--- config.mk ---
export PLATFORM = sky130hd
export DESIGN_NAME = fixed_p_std_div_iter
export DESIGN_NICKNAME = d
export VERILOG_FILES = /design/src/rtl/fixed_p_std_div_iter.sv
export SDC_FILE = /design/constraint.sdc
export NUM_CORES = 1
export LEC_CHECK = 0
export BUFFER_PORTS_ARGS = -buffer_cell sky130_fd_sc_hd__buf_2
export CORE_UTILIZATION = 53
export CTS_BUF_LIST = sky130_fd_sc_hd__clkbuf_16
export DETAILED_ROUTE_END_ITERATION = 12
export GPL_ROUTABILITY_DRIVEN = 0
export PLACE_DENSITY_LB_ADDON = 0.2
export SLEW_MARGIN = 20
export SYNTH_ARGS = -nofsm -noshare
export SYNTH_HDL_FRONTEND = slang
export SYNTH_SLANG_ARGS = --single-unit
--- constraint.sdc ---
create_clock -name clk -period 2.8 [get_ports clk]
set_input_delay 0.28 -clock clk [delete_from_list [all_inputs] [get_ports clk]]
set_output_delay 0.28 -clock clk [all_outputs]
set_load 0.1 [all_outputs]
--- src/rtl/fixed_p_std_div_iter.sv ---
// fixed_p_std_div_iter: multi-cycle unsigned fixed-point divider.
// Restoring radix-2 long division of {left, fract_width'b0} by right,
// one quotient bit per cycle under a go/done handshake. Produces a
// saturated quotient, the integer remainder, and overflow/div-by-zero flags.
// Optional feature: define FIXED_P_DIV_ROUND_EN for round-half-up of the
// quotient (adds one ROUND state, latency N+2 instead of N+1).
module fixed_p_std_div_iter #(
   parameter int width       = 32,
   parameter int int_width   = 8,
   parameter int fract_width = 24
) (
   input  logic             clk,
   input  logic             reset,
   input  logic             go,
   input  logic [width-1:0] left,
   input  logic [width-1:0] right,
   output logic [width-1:0] out,
   output logic [width-1:0] out_remainder,
   output logic             overflow,
   output logic             div_by_zero,
   output logic             done
);

   // Extended dividend length = number of iterations.
   localparam int N  = width + fract_width;
   localparam int CW = $clog2(N + 1);
   localparam logic [CW-1:0] LAST = CW'(N - 1);

   generate
      if (int_width + fract_width != width) begin : g_param_chk
         $error("fixed_p_std_div_iter: int_width + fract_width must equal width");
      end
   endgenerate

   typedef enum logic [1:0] {
      S_IDLE,
      S_BUSY,
      S_ROUND,
      S_DONE
   } state_t;

   state_t           state_q;
   logic [CW-1:0]    cnt_q;
   logic [N-1:0]     dvd_q;     // extended dividend, consumed MSB first
   logic [width-1:0] div_q;     // captured divisor
   logic [width-1:0] rem_q;     // partial remainder, always < div_q
   logic [width-1:0] quo_q;     // low width bits of the quotient
   logic             ovf_q;     // sticky: a 1 was shifted past bit width-1
   logic [width-1:0] out_q;
   logic [width-1:0] orem_q;
   logic             oovf_q;
   logic             dbz_q;
   logic             done_q;

   // One restoring step: shift in the next dividend bit and trial-subtract.
   logic [width:0]   trial;
   logic [width:0]   diff;
   logic             take;
   logic [width-1:0] rem_d;
   logic [width-1:0] quo_d;
   logic             ovf_d;

   // Trial subtraction for the current iteration.
   always_comb begin
      trial = {rem_q, dvd_q[N-1]};
      diff  = trial - {1'b0, div_q};
      take  = (trial >= {1'b0, div_q});
      rem_d = take ? diff[width-1:0] : trial[width-1:0];
      quo_d = {quo_q[width-2:0], take};
      ovf_d = ovf_q | quo_q[width-1];
   end

`ifdef FIXED_P_DIV_ROUND_EN
   logic             rnd_up;
   logic [width:0]   rnd_sum;

   // Round half up: bump the quotient when 2*R >= divisor.
   always_comb begin
      rnd_up  = ({rem_q, 1'b0} >= {1'b0, div_q});
      rnd_sum = {1'b0, quo_q} + {{width{1'b0}}, rnd_up};
   end
`endif

   // Control FSM plus datapath registers and registered outputs.
   always_ff @(posedge clk or negedge reset) begin
      if (!reset) begin
         state_q <= S_IDLE;
         cnt_q   <= '0;
         dvd_q   <= '0;
         div_q   <= '0;
         rem_q   <= '0;
         quo_q   <= '0;
         ovf_q   <= 1'b0;
         out_q   <= '0;
         orem_q  <= '0;
         oovf_q  <= 1'b0;
         dbz_q   <= 1'b0;
         done_q  <= 1'b0;
      end else begin
         done_q <= 1'b0;
         case (state_q)
            S_IDLE: begin
               if (go) begin
                  dvd_q   <= {left, {fract_width{1'b0}}};
                  div_q   <= right;
                  rem_q   <= '0;
                  quo_q   <= '0;
                  ovf_q   <= 1'b0;
                  cnt_q   <= '0;
                  out_q   <= '0;
                  orem_q  <= '0;
                  oovf_q  <= 1'b0;
                  dbz_q   <= 1'b0;
                  // A zero divisor skips the iterations entirely.
                  state_q <= (right == '0) ? S_DONE : S_BUSY;
               end
            end
            S_BUSY: begin
               rem_q <= rem_d;
               quo_q <= quo_d;
               ovf_q <= ovf_d;
               dvd_q <= {dvd_q[N-2:0], 1'b0};
               cnt_q <= cnt_q + 1'b1;
               if (cnt_q == LAST) begin
`ifdef FIXED_P_DIV_ROUND_EN
                  state_q <= S_ROUND;
`else
                  state_q <= S_DONE;
`endif
               end
            end
`ifdef FIXED_P_DIV_ROUND_EN
            S_ROUND: begin
               // A carry out of the rounded quotient counts as overflow.
               quo_q   <= rnd_sum[width-1:0];
               ovf_q   <= ovf_q | rnd_sum[width];
               state_q <= S_DONE;
            end
`endif
            S_DONE: begin
               done_q <= 1'b1;
               if (div_q == '0) begin
                  // dvd_q was never shifted, so its top bits still hold left.
                  out_q  <= '1;
                  orem_q <= dvd_q[N-1 -: width];
                  oovf_q <= 1'b0;
                  dbz_q  <= 1'b1;
               end else begin
                  out_q  <= ovf_q ? '1 : quo_q;
                  orem_q <= rem_q;
                  oovf_q <= ovf_q;
                  dbz_q  <= 1'b0;
               end
               state_q <= S_IDLE;
            end
            default: state_q <= S_IDLE;
         endcase
      end
   end

   assign out           = out_q;
   assign out_remainder = orem_q;
   assign overflow      = oovf_q;
   assign div_by_zero   = dbz_q;
   assign done          = done_q;

endmodule

# Word-level counts from Yosys, hierarchy flattened
# Cells that the tools add are included.
dict set report word_totals {
  elab_cells 54
  out_inout_bits 67
  ff_bits 228
}
dict set report op_classes {
  add_sub_neg 2
  bitwise 1
  n_lt_le_gt_ge 1
  eq_ne 5
  reduce_logical 9
  mux 24
}
# cell n
set ops {}
lappend ops {{$pmux 32 s2} 4}
lappend ops {{$mux 32} 5}
lappend ops {{$pmux 56 s2} 1}
lappend ops {{$logic_not 32->1} 2}
lappend ops {{$mux 56} 1}
lappend ops {{$ge 33x32->1} 1}
lappend ops {{$sub 32x32->32} 1}
lappend ops {{$pmux 6 s2} 1}
lappend ops {{$reduce_and 2->1} 4}
lappend ops {{$add 6x1->6 const B} 1}
lappend ops {{$eq 6x6->1 const B} 1}
lappend ops {{$mux 2} 3}
lappend ops {{$mux 6} 1}
lappend ops {{$pmux 1 s2} 3}
lappend ops {{$mux 1} 4}
lappend ops {{$ne 2x2->1 const B} 2}
lappend ops {{$pmux 2 s2} 1}
lappend ops {{$reduce_bool 2->1} 2}
lappend ops {{$eq 2x1->1 const B} 1}
lappend ops {{$eq 2x2->1 const B} 1}
lappend ops {{$logic_not 2->1} 1}
lappend ops {{$or 1x1->1} 1}

# Longest topological paths before layout
# Gate-level depths: netlist of run 1.
dict set report depth {
  word_depth 4
  mapped_depth 13
  depth_no_buf 12
}

# Worst setup path before layout of run 1
# OpenSTA, ideal clock, no wires.
dict set report synth_timing {
  path_kind {reg2reg}
  from {register rem_q[2]}
  to {register rem_q[14]}
  t_arrival_ps 2452
  n_path_buf 1
  setup_slack_ps 216
  setup_time_ps 132
  path_stages_with_launch 12
  period_less_slack_ps 2584
  cell_sequence {dfrtp_1 > ha_1 > a21o_1 > a21oi_1 > a211o_1 > a21oi_2 > o21ai_2 > a21oi_2 > a2111oi_4 > buf_4 > mux2i_1 > o21ai_1}
}
dict set report synth_between {
  elab_chain_len 3
  word_cells_on_any_way 4
}
# item line
set synth_lines {}
lappend synth_lines {{start, declared} 46} ;# logic [width-1:0] rem_q;
lappend synth_lines {{start signal, assigned} 119} ;# rem_q <= rem_d;
lappend synth_lines {{$sub 32x32->32 / $ge 33x32->1 (equally long branches)} {66, 67}}
lappend synth_lines {{$mux 32 (*)} 68} ;# rem_d = take ? diff[width-1:0] : trial[width-1:0];
lappend synth_lines {{$pmux 32 s2 (*)} 101} ;# case (state_q)
# Mark *: on every way between the ends. The rest lies on a longest branch, timed or not.
# A chain may end at the register's enable or synchronous reset.

# Worst setup path after layout of run 1
dict set report layout_timing {
  from {register rem_q[1]}
  to {register rem_q[21]}
}
# Same word-level chain as after synthesis.

==> results of run 1 <==
cells by family (layout without fill, tap and decap cells):
logic type | Yosys count | in the layout | share of synthesized area, %
mux | 44 | 44 | 4.23
simple gates | 337 | 337 | 15.0
flops | 204 | 204 | 49.1
buf+inv | 121 | 320 | 4.70
xor+xnor | 26 | 26 | 2.19
compound gates | 339 | 339 | 20.7
fa+ha+maj | 34 | 34 | 4.16
final cells by class:
class | instances | area share, %
Clock buffer | 23 | 4.35
Timing Repair Buffer | 231 | 12.1
Tap cell | 260 | 2.46
Sequential cell | 204 | 38.7
Multi-Input combinational cell | 780 | 39.3
Clock inverter | 19 | 1.87
Inverter | 47 | 1.33
critical path, stage by stage, from the launching register on:
cell and delay (ns):
dfrtp_2 0.44, ha_4 0.30, nand3_4 0.08, o21bai_4 0.18, a211o_1 0.32, a21oi_2 0.17
o21ai_2 0.11, a21oi_2 0.23, a2111oi_4 0.11, buf_6 0.17, buf_4 0.16, a2111o_1 0.28
o21ai_1 0.12
worst max path at each step:
stage                                        to  slack [ns]                  from  cells after the start
final                     rem_q[21]$_DFFE_PN0P_        0.05  rem_q[1]$_DFFE_PN0P_                     12
after global routing      rem_q[31]$_DFFE_PN0P_       -0.07  div_q[4]$_DFFE_PN0P_                     13
after CTS                 rem_q[16]$_DFFE_PN0P_        0.01  div_q[3]$_DFFE_PN0P_                     13
after detailed placement  rem_q[29]$_DFFE_PN0P_       -0.13  div_q[7]$_DFFE_PN0P_                     12
after global placement    rem_q[21]$_DFFE_PN0P_       0.009  rem_q[1]$_DFFE_PN0P_                     11
after floorplan           rem_q[14]$_DFFE_PN0P_        0.22  rem_q[2]$_DFFE_PN0P_                     11
Yosys cell counts, drive strengths merged, types with 2 or more instances:
master and count:
and2 4, mux2i 44, o211ai 2, nor2 31
a22oi 2, a2111oi 2, a31o 2, clkbuf 57
nand3 120, xor2 12, a31oi 4, nand4 9
o21a 4, nor4 18, a21o 11, o2111ai 2
dfrtp 204, nand2 132, nand2b 8, nor2b 4
a211o 3, buf 17, o221ai 2, o22ai 61
and3 4, o21bai 4, ha 33, o311ai 12
o31ai 6, o21ai 105, a21oi 73, xnor2 14
a22o 33, a32oi 8, inv 47
stage by stage:
stage               util [%]  cell area (um^2)  worst slack [ns]  instances
global placement        61.3             11600           0.00920       1479
floorplan                  -             10400             0.216       1105
global route            69.8             13200           -0.0702       1564
detailed placement      61.3             11600            -0.126       1479
finish                  69.8             13200            0.0459       1564
CTS                     67.9             12900            0.0143       1548
state kept, by name, summed over array words and instances, names as in the netlist, 2 cells and up:
register	cells
rem_q	32
state_q	2
cnt_q	6
dvd_q	32
div_q	32
quo_q	32
out_remainder	32
out	32
routing by layer:
metal,vias up,track usage (%)
met5,-,0
met1,4547,36.3
met3,76,3.43
met4,0,12.3
li1,4415,-
met2,322,49.1
what timing repair did:
| item | CTS | global route |
|---|---|---|
| endpoints found under the setup margin | 22 | 33 |
| gates cloned | 1 | 2 |
| setup buffers | 4 | 14 |
| gates resized for setup | 24 | 53 |
| hold buffers | 22 | 0 |
| pin swaps | 6 | 20 |
| endpoints found under the hold margin | 89 | 0 |
==> parameters.txt, run 1 <==
Parameter                              Value

Clock network
  CTS H-Tree Depth    1
  Buffer levels on the longest clock path    3
  CTS sink count    204
  Worst skew pair latency    0.52 ns
  Inserted Clock Buffers    23
  CTS tree    done
  Master cell of the clock root buffer    clkbuf_16
  Clk pin slew, worst setup/hold paths    0.06 ns

Die
  Std cell rows    50
  Die Area    20200 um^2
  Die height    142 um
  Horizontal die dimension    142 um
  IO Pins    134
  Initial standard-cell utilization of the core    54.9%
  Core Footprint    19000 um^2

Synthesis
  Register area share after synthesis    49.1%
  Library cell occupying the most area in the post-synthesis netlist    dfrtp_1
  Leading register cell type out of synthesis    dfrtp_1
  Synthesized area divided by synthesized cell count    9.42 um^2
  Unique masters post-synth    54
  Mapped Nets    1206
  Post-Synthesis Cell Area    10400 um^2
  Register bit count reported by yosys    204
  Yosys top cell area share    49.1%
  Post-Synthesis Cells    1105
  Number of enable-type register cells in the synthesized netlist    0
  Share of synthesized flip-flops with an asynchronous set or reset    100%
  Ranking of synthesized cells by area    dfrtp_1 (49%), nand3_1 (5.8%), nand2_1 (4.8%)
  Synthesis Warnings    0

GRT
  Overflow left after global routing    0
  GRT Resource Usage Total    28.5%
  Vias in the first global route    9133
  Maximum number of pins on one net before global-route repair    73
  First-pass GRT wire length    45700 um
  Number of antenna violations at the first check in global routing    0

Timing
  Worst Tran Pin Value    0.753 ns
  Peak Freq    0.363 GHz
  Sum of negative setup slack    0 ns
  Final setup vio count    0
  Final Hold Fails    0
  Final number of max-transition violations    0
  Worst Skew    0.0119 ns
  Final worst hold slack    0.00431 ns
  Unrepaired setup endpoints after global routing    yes
  Period minus WS final    2.75 ns
  Max transition margin    49.6%
  Ratio of final minimum period to clock period    98.4%

Final layout
  Most common cell after layout, fill and taps aside    dfrtp_1
  Net total in the final layout    1388
  Reg area    5120 um^2
  Fill count    1454
  Synth-to-Final Area Change    27.3%
  ANT cells    0
  Footprint of the multi-input gates    5200 um^2
  Commonest cells after routing, fill and taps aside    dfrtp_1 (194), buf_2 (132), nand2_1 (128)
  Fraction of final layout cells sized beyond drive strength 1    25.2%

Status
  Result of the run    completed

Placement
  HPWL after DPL    19400 um
  PortBufs    133

Flow run
  Number of max-capacitance violations reported    0

Route
  Antenna-violating nets left    0
  Met3 Routed Length    1350 um
  Number of vias after detailed routing    9360
  Length of routed wiring on met1    12000 um
  Drt pass-1 iters    5
  Average wire per standard cell    18.6 um
  Detailed Route Iter0 Violations    624
  Total wirelength of the detailed-routed design    29000 um
  Residual DRC count    0
  Uppermost signal routing layer after detailed routing    met4
  Ratio of routed vias to standard cells    5.98
  Routed length on met2    14600 um

Worst hold path
  Source of the worst hold timing path    right[13]
  Count of cells along the worst hold path    3
  Worst Hold End    div_q[13]$_DFFE_PN0P_
  Worst min-delay path category    in2reg

Setup path
  CP Capture Type    register
  Setup slack on the worst flop-to-flop path    0.05 ns
  Data required time at the worst endpoint    3.25 ns
  Max Fanout on Critical Path    6
  Worst EP arrival    3.20 ns
  Critical R2R Capture    rem_q[21]$_DFFE_PN0P_
  Type of the worst setup path    reg2reg
  Worst flop-to-flop path startpoint    rem_q[1]$_DFFE_PN0P_
  Depth of the worst register-to-register path    12
  Startpoint type of the worst setup path    register
Power of run 1 is left out: the tool's default activity adds up to more than one toggle a clock period on the data nets, which glitch-free logic cannot reach.
==> run 2, diff against run 1 <==
--- a/config.mk
+++ b/config.mk
@@ -6,6 +6,7 @@
 export NUM_CORES = 1
 export LEC_CHECK = 0
 export BUFFER_PORTS_ARGS = -buffer_cell sky130_fd_sc_hd__buf_2
+export CORE_ASPECT_RATIO = 0.6
 export CORE_UTILIZATION = 53
 export CTS_BUF_LIST = sky130_fd_sc_hd__clkbuf_16
 export DETAILED_ROUTE_END_ITERATION = 12
==> run 2 against run 1 <==
Against the previous run: the run now ends with setup timing left; cell count rose by 0.70%; non-clock buffer count rose by 11; largest cell class unchanged; clock-buffer cell count fell by 2; cell area fell by 1.3%; critical path type unchanged; global-route usage rose by 2.5 points; critical endpoint is now rem_q[2]$_DFFE_PN0P_; first-iteration DRC count rose by 50%; highest routed layer unchanged; worst hold slack improved by 0.0066 ns.
==> parameters.txt, run 2 (synthesis gave the netlist of run 1 again) <==
Parameter                              Value

Route
  Antenna-violating nets left    0
  Ratio of routed vias to standard cells    6.15
  Residual DRC count    0
  Drt pass-1 iters    5
  Total wirelength of the detailed-routed design    31500 um
  Detailed Route Iter0 Violations    937
  Average wire per standard cell    20.0 um
  Number of vias after detailed routing    9694

Timing
  Final setup vio count    7
  Max transition margin    51.5%
  Final Hold Fails    0
  Ratio of final minimum period to clock period    102%
  Worst Tran Pin Value    0.728 ns
  Period minus WS final    2.86 ns
  Final number of max-transition violations    0
  Final worst hold slack    0.0109 ns
  Unrepaired setup endpoints after global routing    yes
  Worst Skew    0.00821 ns
  Post-route setup slack    -0.0643 ns
  Peak Freq    0.349 GHz

Die
  Horizontal die dimension    183 um
  Std cell rows    39
  Die Area    20200 um^2
  Core Footprint    19100 um^2
  IO Pins    134
  Initial standard-cell utilization of the core    54.4%
  Die height    111 um

Setup path
  Data required time at the worst endpoint    3.17 ns
  Worst EP arrival    3.23 ns
  Sequence of cells on the critical path    inv_1 -> ha_4 -> buf_4 -> nand2_2 -> a211o_1 -> a21oi_4 -> o21ai_4 -> a21oi_2 -> a2111oi_4 -> buf_6 -> buf_12 -> mux2i_1 -> o21ai_1
  CP peak stage delay    0.42 ns
  Startpoint type of the worst setup path    register
  WP buf/inv    4
  Max Fanout on Critical Path    6
  Type of the worst setup path    reg2reg
  Highest-delay cell along the critical path    dfrtp_1
  CP Capture Type    register
  Crit path max-delay family    compound AO/OA/AOI/OAI gates

Clock network
  Worst skew pair latency    0.50 ns
  Inserted Clock Buffers    20
  Master cell of the clock root buffer    clkbuf_16
  Buffer levels on the longest clock path    3
  CTS tree    done
  CTS sink count    204
  Clk pin slew, worst setup/hold paths    0.07 ns
  CTS H-Tree Depth    1

GRT
  GRT Resource Usage Total    31.0%
  Vias in the first global route    8994
  Maximum number of pins on one net before global-route repair    87
  Number of antenna violations at the first check in global routing    0
  First-pass GRT wire length    49500 um
  Overflow left after global routing    0

Final layout
  Most common cell after layout, fill and taps aside    dfrtp_1
  Fraction of final layout cells sized beyond drive strength 1    25.7%
  ANT cells    0
  Net total in the final layout    1396
  Finished Layout Cells    1575
  Synth-to-Final Area Change    25.6%
  Commonest cells after routing, fill and taps aside    dfrtp_1 (203), buf_2 (132), nand2_1 (129)
  Fin area    13100 um^2

Placement
  PortBufs    133
  Total placed cells including tap cells    1508
  HPWL after DPL    21100 um
  Placed Instance Area    11800 um^2

Status
  Violated checks    setup timing
  Result of the run    complete, but fails checks

Worst hold path
  Worst min-delay path category    in2reg

Flow run
  Number of max-capacitance violations reported    0
run 2: changes by cell type in the layout (fill, tap and decap cells not counted), sizes merged:
cell and delta:
dlygate4sd3 -19, clkinv +2, bufinv -3, clkbuf -4
buf +32, inv -2, clkinvlp -1
run 2: per-layer routing:
metal | GRT usage (%) | share of wire [%] | vias up
li1 | - | - | 4419
met1 | 49.5 | 46 | 4781
met2 | 44.9 | 44 | 449
met3 | 4.22 | 8.1 | 45
met4 | 5.94 | 1.9 | 0
met5 | 0 | 0 | -
run 2: final timing paths:
path | startpoint | endpoint | slack, ns | cells after the start
max in group asynchronous | reset | div_q[5]$_DFFE_PN0P_ | 1.63 | 3
worst max register to register | div_q[7]$_DFFE_PN0P_ | rem_q[2]$_DFFE_PN0P_ | -0.06 | 13
min in group asynchronous | reset | div_q[28]$_DFFE_PN0P_ | 0.41 | 2
worst min-delay path | right[24] | div_q[24]$_DFFE_PN0P_ | 0.01 | 3
worst min register to register | div_by_zero$_DFFE_PN0P_ | div_by_zero$_DFFE_PN0P_ | 0.49 | 2
worst max-delay path | div_q[7]$_DFFE_PN0P_ | rem_q[2]$_DFFE_PN0P_ | -0.06 | 13
run 2: area by class of cell:
cell class              instances  area (um^2)
inverters                      47          176
clock buffers                  21          526
multi-input cells             780         5190
flip-flops and latches        204         5110
fillers                      1521         6060
repair buffers                242         1600
well taps                     266          333
clock inverters                15          133
run 2: through the flow:
step	TNS, ns	worst slack, ns	util (%)
final	-0.198	-0.0643	68.3
after global routing	-2.23	-0.156	68.3
after CTS	-0.0160	-0.0160	67.1
after detailed placement	-1.65	-0.0987	61.6
after global placement	-0.440	-0.0529	61.6
after floorplan	0	0.216	-
run 2: worst register-to-register path, cell delays in order, from the launching register on:
cell and delay (ns):
dfrtp_1 0.42, inv_1 0.14, ha_4 0.23, buf_4 0.14, nand2_2 0.13, a211o_1 0.20
a21oi_4 0.09, o21ai_4 0.24, a21oi_2 0.11, a2111oi_4 0.34, buf_6 0.23, buf_12 0.15
mux2i_1 0.22, o21ai_1 0.08
run 2: timing repair:
action	CTS	global route
gates cloned	2	1
gates resized for setup	42	30
pin swaps	10	21
setup endpoints to repair	30	33
hold endpoints to repair	82	0
hold buffers	3	0
buffers inserted	11	15
Power of run 2 is left out for the same reason.
